--- config.mk ---
export PLATFORM = sky130hd
export DESIGN_NAME = rps_client
export DESIGN_NICKNAME = d
export VERILOG_FILES = /design/src/rtl/rps_client_pkg.sv /design/src/rtl/rps_client_job_cnt.sv /design/src/rtl/rps_client.sv
export SDC_FILE = /design/constraint.sdc
export NUM_CORES = 1
export LEC_CHECK = 0
export ABC_AREA = 1
export BUFFER_PORTS_ARGS = -buffer_cell sky130_fd_sc_hd__clkbuf_2
export CORE_ASPECT_RATIO = 0.5
export CORE_MARGIN = 2
export CORE_UTILIZATION = 40
export DETAILED_ROUTE_END_ITERATION = 16
export PLACE_DENSITY = 0.61
export SLEW_MARGIN = 20
export SYNTH_ARGS = -nofsm -noshare
export SYNTH_HDL_FRONTEND = slang
export SYNTH_SLANG_ARGS = --single-unit
export TNS_END_PERCENT = 5
--- constraint.sdc ---
create_clock -name clock -period 3.4 [get_ports clock]
set_input_delay 0.68 -clock clock [delete_from_list [all_inputs] [get_ports clock]]
set_output_delay 0.68 -clock clock [all_outputs]
set_load 0.01 [all_outputs]
--- src/rtl/rps_client_pkg.sv ---
`default_nettype none
//------------------------------------------------------------------------------
// Module   : rps_client_pkg
// Purpose  : Shared types, constants and helpers for the rps_client slice.
// Revision : 1.0 - initial release
//------------------------------------------------------------------------------
package rps_client_pkg;

  localparam int NUM_CH = 4;
  localparam int CNT_W  = 3;
  localparam int IDX_W  = $clog2(NUM_CH);

  typedef enum logic [0:0] {
    IDLE  = 1'b0,
    SERVE = 1'b1
  } state_t;

  function automatic logic is_onehot(input logic [NUM_CH-1:0] v);
    return ($countones(v) == 1);
  endfunction

  function automatic logic [IDX_W-1:0] onehot_idx(input logic [NUM_CH-1:0] v);
    logic [IDX_W-1:0] idx;
    idx = '0;
    for (int i = 0; i < NUM_CH; i++) begin
      if (v[i]) idx = IDX_W'(i);
    end
    return idx;
  endfunction

endpackage
`default_nettype wire

--- src/rtl/rps_client_job_cnt.sv ---
`default_nettype none
//------------------------------------------------------------------------------
// Module   : job_cnt
// Purpose  : Saturating per-channel pending-job counter with sticky overflow.
// Revision : 1.0 - initial release
//------------------------------------------------------------------------------
module job_cnt
  import rps_client_pkg::*;
#(
  parameter int PEND_MAX = 7
) (
  input  logic             clock,
  input  logic             reset,
  input  logic             inc,
  input  logic             dec,
  output logic [CNT_W-1:0] count,
  output logic             sat_ovf
);

  localparam logic [CNT_W-1:0] c_pend_max = CNT_W'(PEND_MAX);

  logic [CNT_W-1:0] r_count;
  logic             r_sat_ovf;

  // Simultaneous inc and dec cancel, which also keeps a full counter full
  // without flagging overflow.
  always_ff @(posedge clock) begin
    if (reset) begin
      r_count   <= '0;
      r_sat_ovf <= 1'b0;
    end else if (inc && !dec) begin
      if (r_count == c_pend_max) begin
        r_sat_ovf <= 1'b1;
      end else begin
        r_count <= r_count + 1'b1;
      end
    end else if (dec && !inc) begin
      r_count <= r_count - 1'b1;
    end
  end

  assign count   = r_count;
  assign sat_ovf = r_sat_ovf;

endmodule
`default_nettype wire

--- src/rtl/rps_client.sv ---
`default_nettype none
//------------------------------------------------------------------------------
// Module   : rps_client
// Purpose  : Client of a 4-way round-robin arbiter serving one job at a time.
// Revision : 1.0 - initial release
//------------------------------------------------------------------------------
module rps_client
  import rps_client_pkg::*;
#(
  parameter int SERVICE_CYCLES = 2,
  parameter int PEND_MAX       = 7
) (
  input  logic              clock,
  input  logic              reset,
  input  logic [NUM_CH-1:0] job,
  input  logic [NUM_CH-1:0] gnt,
  output logic [NUM_CH-1:0] req,
  output logic              en,
  output logic [NUM_CH-1:0] done,
  output logic              busy,
  output logic [NUM_CH-1:0] overflow,
  output logic              grant_err
);

  localparam logic [CNT_W-1:0] c_serve_last = CNT_W'(SERVICE_CYCLES - 1);

  state_t           r_state;
  state_t           w_state_nxt;
  logic [CNT_W-1:0] r_timer;
  logic [CNT_W-1:0] w_timer_nxt;
  logic [IDX_W-1:0] r_owner;
  logic [IDX_W-1:0] w_owner_nxt;
  logic             r_grant_err;
  logic             w_grant_err_nxt;
  logic             w_accept;
  logic             w_gnt_legal;
  logic             w_last_cycle;
  logic [CNT_W-1:0] w_count [NUM_CH];

  assign w_gnt_legal = is_onehot(gnt) && ((gnt & req) == gnt);

  always_ff @(posedge clock) begin
    if (reset) begin
      r_state     <= IDLE;
      r_timer     <= '0;
      r_owner     <= '0;
      r_grant_err <= 1'b0;
    end else begin
      r_state     <= w_state_nxt;
      r_timer     <= w_timer_nxt;
      r_owner     <= w_owner_nxt;
      r_grant_err <= w_grant_err_nxt;
    end
  end

  always_comb begin
    w_state_nxt     = r_state;
    w_timer_nxt     = r_timer;
    w_owner_nxt     = r_owner;
    w_grant_err_nxt = r_grant_err;
    w_accept        = 1'b0;
    w_last_cycle    = 1'b0;
    case (r_state)
      IDLE: begin
        if (gnt != '0) begin
          if (w_gnt_legal) begin
            w_accept    = 1'b1;
            w_owner_nxt = onehot_idx(gnt);
            w_timer_nxt = c_serve_last;
            w_state_nxt = SERVE;
          end else begin
            w_grant_err_nxt = 1'b1;
          end
        end
      end
      SERVE: begin
        if (gnt != '0) w_grant_err_nxt = 1'b1;
        // Timer counts the SERVE cycles still to come after this one.
        if (r_timer == '0) begin
          w_last_cycle = 1'b1;
          w_state_nxt  = IDLE;
        end else begin
          w_timer_nxt = r_timer - 1'b1;
        end
      end
      default: w_state_nxt = IDLE;
    endcase
  end

  // Gated by reset so an aborted job never reports completion.
  always_comb begin
    done = '0;
    if (w_last_cycle && !reset) done[r_owner] = 1'b1;
  end

  assign en        = (r_state == IDLE);
  assign busy      = (r_state == SERVE);
  assign grant_err = r_grant_err;

  for (genvar i = 0; i < NUM_CH; i++) begin : g_ch
    job_cnt #(
      .PEND_MAX (PEND_MAX)
    ) u_job_cnt (
      .clock   (clock),
      .reset   (reset),
      .inc     (job[i]),
      .dec     (w_accept && gnt[i]),
      .count   (w_count[i]),
      .sat_ovf (overflow[i])
    );
    assign req[i] = (w_count[i] != '0);
  end

endmodule
`default_nettype wire
# After elaboration in Yosys (flattened, before gate mapping)
# Index checks and enable logic that the tools add are counted.
# op_classes
addsub,12
order_cmp,2
eq_ne,15
n_div,0
muxes,33
bitwise,2
n_reduce_logical,45
n_shift,0
multipliers,0
# ops
operator,n
$mux 3,15
$reduce_and 2->1,8
$logic_and 1x1->1,15
$sub 3x1->3 const B,5
$add 3x1->3 const B,4
$eq 3x3->1 const B,4
$ne 2x2->1 const B,6
$reduce_bool 3->1,4
$mux 1,11
$logic_not 1->1,9
$reduce_and 3->1,3
$reduce_bool 2->1,4
$ne 2x1->1 const B,3
$pmux 3 s2,1
$add 1x1->2,2
$and 4x4->4,1
$eq 4x4->1,1
$mux 2,2
$mux 4,1
$pmux 1 s2,2
$reduce_bool 4->1,1
$add 2x2->3,1
$eq 3x1->1 const B,1
$logic_not 3->1,1
other kinds (4),4
# word_totals
output_inout_bits,15
elab_cells,121
memories,0
regBits,23
romBits,0
mem_bits_rw,0
latchBits,0
inputBits,10

# Logic depth before layout (Yosys ltp)
# Gate-level depths: netlist of the first run.
# logic_depth
word_depth,12
depth_mapped,19
depth_no_buf,19

# Modules after synthesis
# Synthesis of the first run repeated with hierarchy kept, for this count alone.
# unflattened
hier_cells,214
hier_area_um2,1475.2
# modules_own_cells
mod,area_per_inst_um2,seq_area_each_um2,cells_per_inst,instances
job_cnt,225.2,80.1,30,4
rps_client,574.3,140.1,94,1

# Least setup slack after synthesis of the first run
# Ideal clock, no wire load.
# synth_path
kind,input port to flip-flop
start,input gnt[0]
end,register g_ch[1].u_job_cnt.r_count[1]
n_path_buf,0
cell_stages,15
required_ps,3284
arrival_time_ps,2913
setup_ps,116
slack_ps,371
cell_sequence,inv_1 fa_1 inv_1 ha_1 ha_1 inv_1 nand2_1 nor2_4 nand3_2 nor2_4 nand3_2 nand2_1 fa_1 nor2_1 nor2_1
# synth_via
elab_chain_len,12
elab_cells_between_ends,18
cone_classes,add/sub (2); eq/ne (3); mux (4); bitwise (1); reduce/logical (8)
# synth_rtl
element,line_no,source
"start, declared",rps_client.sv:16,"input logic [NUM_CH-1:0] gnt,"
$add 1x1->2 (not written as such),rps_client_pkg.sv:19,return ($countones(v) == 1);
$add 2x2->3 (not written as such),rps_client_pkg.sv:19,
$eq 3x1->1,rps_client_pkg.sv:19,
$logic_and 1x1->1,rps_client.sv:40,assign w_gnt_legal = is_onehot(gnt) && ((gnt & req) == gnt);
$mux 1,rps_client.sv:66,if (w_gnt_legal) begin
$mux 1 (*),rps_client.sv:65,if (gnt != '0) begin
$mux 1 (*),rps_client.sv:63,case (r_state)
$logic_and 1x1->1 (*),rps_client.sv:107,".dec (w_accept && gnt[i]),"
$logic_not 1->1,rps_client_job_cnt.sv:31,end else if (inc && !dec) begin
$logic_and 1x1->1,rps_client_job_cnt.sv:31,
$ne 2x2->1 (no source line) or $reduce_bool 2->1 (tied branches),--,
$reduce_and 2->1 (no source line),--,
"end signal, assigned",rps_client_job_cnt.sv:35,r_count <= r_count + 1'b1;
"end signal, assigned",rps_client_job_cnt.sv:38,r_count <= r_count - 1'b1;
"end, declared",rps_client_job_cnt.sv:22,logic [CNT_W-1:0] r_count;
# Every way passes the cells marked *; elsewhere a longest branch is shown, timed or not.
# A chain may end at the register's enable or synchronous reset.

# Worst setup path in the final report of the first run
# Same ends and word-level chain as after synthesis.

==> impl_metrics.csv, run 1 <==
group,metric,value,unit
status,outcome,"finished, final reports clean",
worst_setup_path,worstSetupPathType,"in2reg",
timing,finClkSkew,0.00356,ns
detailed_routing,first_iter_violations,63,
die,die_area,0.00436,mm²
global_routing,grt_overflow,0,
global_routing,gr-usage-all-layers,14.8,%
place,place.gp.congestion,0.748,
layout,final_util,48.9,%
logic_synthesis,synth_common_cells,"37 x nor2_1, 36 x inv_1, 23 x dfxtp_1, 23 x nand2_1, 22 x nand3_1",
timing,finalHoldViolCount,0,
clock_network,tritoncts,"yes",
logic_synthesis,synth_top_area_share,30.1,%
job,drv_cap,0,
logic_synthesis,syn_area_per_cell,7.17,µm²
die,die_h,47.7,µm
power,p_total,0.716,mW
clock_network,clkLatencyLatePin,0.26,ns
timing,rsz0062_at_grt,"no",
logic_synthesis,synth_top_flop_cell,"dfxtp_1",
worst_setup_path,setup.worst_path.start_class,"primary input",
worst_setup_path,cp_data_arrival_time,3.21,ns
layout,finalInstanceArea,0.00173,mm²
logic_synthesis,netlist_area,0.00153,mm²
die,rows,15,
logic_synthesis,synthArstFlopShare,0,%
worst_setup_path,slowest_delay,0.53,ns
die,core_area,0.00355,mm²
logic_synthesis,synth_nets,233,
logic_synthesis,yosys.area.top_type,"dfxtp_1",
global_routing,antenna_found_initial,0,
place,place_hpwl,2440,µm
worst_setup_path,slowest_stage,"fa_1",
die,start_util,43.1,%
logic_synthesis,synthTopCellsByArea,"dfxtp_1 30%, nor2_1 9.1%, inv_1 8.8%",
timing,fin_crit_sh,89.6,%
place,placed_area,0.00169,mm²
timing,tightest_slew,0.403,ns
place,dp_cells,285,
clock_network,clockBufferDepth,2,
detailed_routing,num_vias,1337,
detailed_routing,wl_per_cell,10.6,µm
timing,timing.final.crit_period,3.04,ns
layout,area_growth,13.5,%
layout,seq_area,460,µm²
worst_setup_path,cp_data_required_time,3.57,ns
die,die_x,91.4,µm
layout,multi_input_area,863,µm²
layout,drive_gt1_share,23.1,%
clock_network,cts_hold_buffers,0,
detailed_routing,vias_per_cell,4.63,
die,pin_count,25,
layout,nNetsFinal,259,
worst_setup_path,crit_fanout,4,
clock_network,clock_sinks,23,
timing,hold_ws,0.470,ns
power,p_per_area,413,mW/mm²
place,pre_cts_slack,0.0896,ns
timing,setup_viol,0,
logic_synthesis,seq_area_frac_synth,30.1,%
layout,fin_cells,289,
layout,antenna_cells,0,
clock_network,htreeDepth,1,
timing,max_slew_margin,73.1,%
logic_synthesis,syn_inst,213,
logic_synthesis,synthDistinctLibCells,28,
global_routing,grt_pass1_wl,4920,µm
timing,fmax,328,MHz
worst_setup_path,cp_cell_sequence,"clkbuf_2 > inv_1 > fa_1 > inv_1 > ha_1 > ha_1 > inv_1 > nand2_1 > nor2_4 > nand3_2 > nor2_4 > nand3_2 > nand2_1 > fa_1 > nor2_1 > nor2_1",
worst_setup_path,end_kind,"flop",
power,leakage,0.831,nW
logic_synthesis,yosysWarnings,0,
detailed_routing,firstDrtPassIters,4,
clock_network,clk_pin_slew,0.08,ns
worst_setup_path,cpMostUsedCell,"inv_1",
timing,fin_ws,0.355,ns
logic_synthesis,synth_edf_count,0,
clock_network,numCtsBuffers,3,
detailed_routing,drc,0,
place,io_buffers,24,
detailed_routing,antenna_left,0,
global_routing,grt_max_degree,17,
logic_synthesis,ys_seq_elements,23,
global_routing,grt_pass1_vias,1129,
clock_network,cts_resized,0,
timing,slew_viol_final,0,
detailed_routing,routed_wl,3050,µm
layout,fillers,360,
clock_network,cts_setup_buffers,0,
power,ir_drop,144,µV
min_path,hold_path.class,"reg2reg",
timing,tns,0,ns
logic_synthesis,yosysMostFrequentCell,"nor2_1",
clock_network,cts.root.buffer_cell,"clkbuf_8",
## area by class of cell
class | instances | share of cell area, %
repair buffers | 27 | 8.23
clock buffers | 4 | 2.60
flip-flops and latches | 23 | 26.6
inverters | 42 | 9.16
well taps | 51 | 3.68
multi-input cells | 142 | 49.8
## where the power goes
group          total [mW]  internal, mW  switching (mW)
clock network       0.172        0.0837          0.0884
logic               0.223        0.0822           0.141
registers           0.320         0.296          0.0246
## cells by family after synthesis
family	count (synthesis)	share of synthesized area [%]
buf+inv	48	13.3
compound gates	23	8.60
flops	23	30.1
simple gates	109	37.3
fa+ha+maj	10	10.6
## layer usage
layer  vias to the layer above  GRT usage (%)  share of wire, %  wire length (µm)
met4                         0           3.64                 0                 0
li1                        717              -                 -                 -
met3                         0           4.09               2.6                79
met5                         -              0                 0                 0
met1                       606           20.0                52              1600
met2                        14           24.4                45              1370
## worst max-delay path, delay by kind of cell
family | cells | cell delay (ns)
buffers and inverters | 4 | 0.29
adder cells (fa/ha/maj) | 4 | 1.37
AND/OR/NAND/NOR | 8 | 0.86
## state kept, by name, indices dropped and copies added (netlist names)
name / cells
r_owner: 2
grant_err: 1
busy: 1
g_ch.u_job_cnt.count: 12
r_timer: 3
g_ch.u_job_cnt.sat_ovf: 4
## worst paths after layout
kind / start / end / slack, ns / cells after the start
worst min register to register: g_ch[2].u_job_cnt.sat_ovf$_SDFFE_PP0P_ / g_ch[2].u_job_cnt.sat_ovf$_SDFFE_PP0P_ / 0.47 / 1
worst max-delay path: gnt[0] / g_ch[1].u_job_cnt.count[1]$_SDFFE_PP0P_ / 0.36 / 16
worst min-delay path: g_ch[2].u_job_cnt.sat_ovf$_SDFFE_PP0P_ / g_ch[2].u_job_cnt.sat_ovf$_SDFFE_PP0P_ / 0.47 / 1
worst max register to register: g_ch[0].u_job_cnt.count[0]$_SDFFE_PP0P_ / g_ch[3].u_job_cnt.count[2]$_SDFFE_PP0P_ / 1.39 / 13
## cell usage in the layout, fill, tap and decap left out
cell | synthesis | routed
nand3_1 | 22 | 22
clkinv_2 | 1 | 1
a21oi_1 | 7 | 7
buf_4 | 4 | 3
nand2_2 | 8 | 8
ha_1 | 5 | 5
nand3_2 | 3 | 3
clkbuf_8 | 0 | 3
nor3_1 | 5 | 5
clkbuf_1 | 1 | 1
o31ai_1 | 1 | 1
nand3_4 | 1 | 1
nor2_4 | 3 | 3
clkbuf_2 | 0 | 24
nand2_1 | 23 | 23
clkinv_1 | 1 | 1
nand4_1 | 2 | 2
nor2_1 | 37 | 37
nand4_2 | 3 | 3
o21ai_0 | 9 | 9
fa_1 | 5 | 5
o21a_1 | 4 | 4
nor3_4 | 1 | 1
a31oi_1 | 1 | 1
dfxtp_1 | 23 | 23
nand2_4 | 1 | 1
a211oi_1 | 1 | 1
inv_1 | 36 | 36
inv_2 | 4 | 4
Note: power is estimated with default switching activity, not from simulation.
==> inputs of run 2 (changes only) <==
Settings changed: CORE_UTILIZATION 40 to 56, PLACE_DENSITY 0.61 to 0.8.
==> run 2 against run 1 <==
  * Die area is 27% lower
  * Fmax is 0.93% lower
  * Core utilization is 17 points higher
  * Sequential power hardly changed
  * Cell area is 1.0% lower
  * Non-clock buffer count stayed put
  * Critical endpoint unchanged
  * Critical path depth stayed put
  * Clock-buffer cell count stayed put
  * First-iteration DRC count is 37% lower
==> impl_metrics.csv, run 2 (synthesis results as in run 1) <==
group,metric,value,unit
worst_setup_path,cp_cell_sequence,"clkbuf_2 > inv_1 > fa_1 > inv_1 > ha_1 > ha_1 > inv_1 > nand2_1 > nor2_4 > nand3_2 > nor2_4 > nand3_2 > nand2_1 > fa_1 > nor2_1 > nor2_1",
worst_setup_path,slowest_stage,"fa_1",
worst_setup_path,slowest_delay,0.55,ns
job,drv_cap,0,
power,p_per_area,417,mW/mm²
power,ir_drop,235,µV
die,die_area,0.00319,mm²
global_routing,grt_pass1_vias,1099,
worst_setup_path,worstSetupPathType,"in2reg",
worst_setup_path,crit_family,"adder cells",
place,place_hpwl,2340,µm
timing,tns,0,ns
global_routing,grt_max_degree,17,
timing,fin_crit_sh,90.4,%
layout,drive_gt1_share,23.1,%
min_path,hold_path.class,"reg2reg",
worst_setup_path,cp_data_required_time,3.56,ns
status,outcome,"finished, final reports clean",
place,pre_cts_slack,0.0366,ns
global_routing,gr-usage-all-layers,19.8,%
die,rows,13,
clock_network,clock_sinks,23,
timing,rsz0062_at_grt,"no",
timing,fmax,325,MHz
detailed_routing,num_vias,1389,
worst_setup_path,critPathBufInv,4,
worst_setup_path,crit_fanout,4,
worst_setup_path,end_kind,"flop",
detailed_routing,drc,0,
detailed_routing,firstDrtPassIters,4,
layout,multi_input_area,863,µm²
worst_setup_path,cp_data_arrival_time,3.24,ns
die,start_util,59.1,%
clock_network,htreeDepth,1,
die,core_area,0.00259,mm²
die,pin_count,25,
timing,max_slew_margin,72.2,%
detailed_routing,antenna_left,0,
layout,finalInstanceArea,0.00172,mm²
detailed_routing,vias_per_cell,5.05,
layout,area_growth,12.4,%
clock_network,tritoncts,"yes",
clock_network,cts_hold_buffers,0,
layout,nNetsFinal,259,
global_routing,grt_overflow,0,
global_routing,antenna_found_initial,0,
clock_network,clockBufferDepth,2,
clock_network,clkLatencyLatePin,0.26,ns
timing,tightest_slew,0.415,ns
layout,largest_reg_flops,12,
detailed_routing,first_iter_violations,40,
power,p_total,0.716,mW
layout,fillers,237,
die,die_h,40.9,µm
timing,timing.final.crit_period,3.07,ns
clock_network,cts.root.buffer_cell,"clkbuf_8",
worst_setup_path,setup.worst_path.start_class,"primary input",
die,die_x,77.9,µm
timing,setup_viol,0,
place,io_buffers,24,
detailed_routing,wl_per_cell,10.7,µm
timing,fin_ws,0.327,ns
layout,layout_commonest_cell,"nor2_1",
timing,finClkSkew,0.00258,ns
layout,final_cell_mix,"37 x nor2_1, 36 x inv_1, 24 x clkbuf_2",
place,placed_area,0.00167,mm²
timing,finalHoldViolCount,0,
layout,antenna_cells,0,
detailed_routing,routed_wl,2940,µm
clock_network,clk_pin_slew,0.08,ns
worst_setup_path,cpMostUsedCell,"inv_1",
layout,seq_area,460,µm²
clock_network,cts_setup_buffers,0,
power,leakage,0.831,nW
clock_network,cts_resized,0,
place,place.gp.congestion,0.805,
global_routing,grt_pass1_wl,4640,µm
timing,slew_viol_final,0,
clock_network,numCtsBuffers,3,
==> run 2: cell counts in the layout (fill, tap and decap cells not counted) <==
Identical to the previous run, type by type.
==> run 2: final timing paths <==
path	start	end	slack (ns)	cells past startpoint
max	gnt[0]	g_ch[1].u_job_cnt.count[1]$_SDFFE_PP0P_	0.33	16
min	g_ch[0].u_job_cnt.sat_ovf$_SDFFE_PP0P_	g_ch[0].u_job_cnt.sat_ovf$_SDFFE_PP0P_	0.47	1
max reg2reg	g_ch[0].u_job_cnt.count[0]$_SDFFE_PP0P_	g_ch[0].u_job_cnt.count[2]$_SDFFE_PP0P_	1.45	13
min reg2reg	g_ch[0].u_job_cnt.sat_ovf$_SDFFE_PP0P_	g_ch[0].u_job_cnt.sat_ovf$_SDFFE_PP0P_	0.47	1
==> run 2: cell type report <==
| class | instances | area share [%] |
|---|---|---|
| flip-flops and latches | 23 | 26.8 |
| inverters | 42 | 9.26 |
| multi-input cells | 142 | 50.3 |
| repair buffers | 27 | 8.31 |
| clock buffers | 4 | 2.62 |
| well taps | 37 | 2.70 |
==> run 2: stage by stage <==
step	cells	utilization (%)	hold slack, ns
global placement	271	64.6	0.446
global route	275	66.4	0.492
floorplan	213	-	0.442
CTS	275	66.4	0.472
detailed placement	271	64.6	0.454
finish	275	66.4	0.467
==> run 2: metal layers <==
layer | share of wire (%) | track usage (%)
met5 | 0 | 0
met4 | 0.41 | 5.36
met3 | 3.1 | 5.95
met2 | 47 | 37.9
met1 | 49 | 23.0
==> run 2: report_power, final <==
| group | leakage (nW) | switching, mW | internal, mW |
|---|---|---|---|
| Clock | 0.0228 | 0.0876 | 0.0837 |
| Sequential | 0.189 | 0.0245 | 0.296 |
| Combinational | 0.619 | 0.141 | 0.0828 |
| Total | 0.831 | 0.254 | 0.462 |
==> inputs of run 3 (changes only) <==
Settings changed: ABC_AREA 1 to 0, CORE_UTILIZATION 56 to 55, PLACE_DENSITY 0.8 to 0.79, SYNTH_HIERARCHICAL set to 1.
==> run 3 against run 2 <==
  * The flow now finishes with violations (setup timing)
  * First-iteration DRC count rose to 3.0 times the previous value
  * Clock-buffer cell count down 1
  * Critical path depth decreased by 1
==> impl_metrics.csv, run 3 <==
group,metric,value,unit
status,outcome,"finished with violations",
status,violations,"setup timing",
die,rows,13,
timing,max_slew_margin,56.1,%
logic_synthesis,synthDistinctLibCells,36,
min_path,hold_path.class,"reg2reg",
layout,largest_reg_flops,12,
detailed_routing,firstDrtPassIters,4,
logic_synthesis,netlist_area,0.00145,mm²
timing,setup_viol,12,
detailed_routing,routed_wl,4080,µm
clock_network,clkLatencyLatePin,0.28,ns
timing,finalHoldViolCount,0,
clock_network,cts.root.buffer_cell,"clkbuf_8",
die,die_h,40.3,µm
clock_network,clk_pin_slew,0.09,ns
logic_synthesis,synth_top_area_share,31.8,%
global_routing,grt_pass1_wl,6020,µm
logic_synthesis,yosysMostFrequentCell,"dfxtp_1",
logic_synthesis,syn_inst,173,
layout,drive_gt1_share,35.1,%
die,core_area,0.00255,mm²
power,p_per_area,385,mW/mm²
layout,final_util,78.9,%
layout,final_cell_mix,"24 x buf_4, 23 x dfxtp_1, 21 x clkbuf_2",
logic_synthesis,ys_seq_elements,23,
layout,layout_commonest_cell,"buf_4",
layout,antenna_cells,0,
detailed_routing,first_iter_violations,120,
global_routing,gr-usage-all-layers,25.9,%
place,place_hpwl,2390,µm
logic_synthesis,syn_area_per_cell,8.36,µm²
die,die_x,76.5,µm
logic_synthesis,synth_nets,193,
detailed_routing,antenna_left,0,
timing,rsz0062_at_grt,"yes",
power,leakage,0.857,nW
logic_synthesis,synthTopCellsByArea,"dfxtp_1 32%, fa_1 6.9%, a211oi_1 4.7%",
logic_synthesis,yosysWarnings,6,
timing,hold_ws,0.464,ns
place,io_buffers,24,
global_routing,antenna_found_initial,0,
layout,area_growth,39.3,%
die,pin_count,25,
clock_network,clock_sinks,23,
job,drv_cap,0,
timing,fmax,280,MHz
global_routing,grt_pass1_vias,1292,
clock_network,numCtsBuffers,3,
global_routing,grt_overflow,0,
logic_synthesis,seq_area_frac_synth,31.8,%
worst_setup_path,cp_data_required_time,3.54,ns
detailed_routing,num_vias,1514,
logic_synthesis,synth_top_flop_cell,"dfxtp_1",
timing,timing.final.crit_period,3.58,ns
detailed_routing,wl_per_cell,15.6,µm
detailed_routing,drc,0,
clock_network,cts_hold_buffers,0,
global_routing,grt_max_degree,28,
worst_setup_path,crit_fanout,4,
power,ir_drop,203,µV
timing,fin_ws,-0.176,ns
timing,finClkSkew,0.00236,ns
die,start_util,56.6,%
detailed_routing,vias_per_cell,5.78,
logic_synthesis,synth_edf_count,0,
worst_setup_path,cp_data_arrival_time,3.72,ns
place,place.gp.congestion,0.800,
clock_network,tritoncts,"yes",
timing,fin_crit_sh,105,%
logic_synthesis,synth_common_cells,"23 x dfxtp_1, 17 x inv_1, 17 x nor2_1, 12 x nand2_1, 10 x and2_1",
worst_setup_path,setup.worst_path.start_class,"primary input",
timing,slew_viol_final,0,
worst_setup_path,worstSetupPathType,"in2reg",
clock_network,htreeDepth,1,
logic_synthesis,yosys.area.top_type,"dfxtp_1",
logic_synthesis,synthArstFlopShare,0,%
die,die_area,0.00308,mm²
worst_setup_path,end_kind,"flop",
timing,tightest_slew,0.653,ns
clock_network,clockBufferDepth,2,
layout,nNetsFinal,246,
-- run 3: changes by cell type after synthesis, moves of 5 or more --
cell,previous run,this run
inv_1,36,17
a211oi_1,1,9
nand3_1,22,1
nor2_1,37,17
or3_1,0,5
and2_1,0,10
nand2_1,23,12
nand2b_1,0,7
nand2_2,8,0
-- run 3: layout make-up --
type	count	area, µm²
inverters	17	67.6
clock buffers	3	41.3
multi-input cells	132	1070
fillers	180	539
repair buffers	49	327
clock inverters	1	5.00
well taps	37	46.3
flip-flops and latches	23	460
-- run 3: final timing paths --
| kind | start | end | slack [ns] | cells past startpoint |
|---|---|---|---|---|
| setup / recovery | gnt[0] | g_ch[1].u_job_cnt/count[2]$_SDFFE_PP0P_ | -0.18 | 15 |
| hold / removal | grant_err$_SDFFE_PP0P_ | grant_err$_SDFFE_PP0P_ | 0.46 | 2 |
| setup reg to reg | g_ch[1].u_job_cnt/count[0]$_SDFFE_PP0P_ | g_ch[2].u_job_cnt/count[2]$_SDFFE_PP0P_ | 0.76 | 9 |
| hold reg to reg | grant_err$_SDFFE_PP0P_ | grant_err$_SDFFE_PP0P_ | 0.46 | 2 |
-- run 3: what timing repair did --
| action | CTS | global route |
|---|---|---|
| hold endpoints to repair | 0 | 0 |
| resized for setup | 9 | 17 |
| setup buffers | 8 | 1 |
| pin swaps | 12 | 5 |
| endpoints found under the setup margin | 12 | 15 |
-- run 3: layer usage --
layer  wire (µm)  global-route usage, %  vias up
li1            -                      -      721
met1        1770                   32.7      718
met2        1990                   45.6       61
met3         226                   6.76       14
met4         102                   8.64        0
met5           0                      0        -
-- run 3: cell families (layout without fill, tap and decap cells) --
group	count (synthesis)	after routing	share of synthesized area (%)
buffers and inverters	18	70	4.67
adders and majority gates	10	10	11.2
DFF	23	23	31.8
and+or+nand+nor	75	75	28.7
xor gates and xnor gates	4	4	2.42
AOI/OAI and AO/OA	43	43	21.1
-- run 3: where the power goes --
part / switching, mW / internal, mW
Combinational: 0.138 / 0.127
Clock: 0.0996 / 0.0823
Sequential: 0.0355 / 0.294
Total: 0.273 / 0.503
-- run 3: worst max-delay path, cell delays in order --
cell and delay (ns):
clkbuf_8 0.11, clkinvlp_4 0.08, fa_1 0.50, inv_2 0.05
ha_4 0.16, ha_4 0.23, or4b_4 0.54, a221oi_4 0.28
nand3_4 0.18, nor2_4 0.15, nand2b_4 0.14, fa_2 0.21
and3b_2 0.22, a21o_1 0.13, a211oi_1 0.06
-- run 3: metrics by stage --
| stage | setup TNS, ns | setup slack (ns) | instance area [µm²] | instances | total power [mW] |
|---|---|---|---|---|---|
| 2_1_floorplan | -2.47 | -0.377 | 1480 | 173 | 0.462 |
| 3_3_place_gp | -4.50 | -0.441 | 1760 | 249 | 0.534 |
| 3_5_place_dp | -5.60 | -0.497 | 1760 | 249 | 0.544 |
| 4_1_cts | -0.271 | -0.0888 | 1930 | 261 | 0.745 |
| 5_1_grt | -2.79 | -0.285 | 2010 | 262 | 0.820 |
| 6_report | -1.08 | -0.176 | 2010 | 262 | 0.776 |
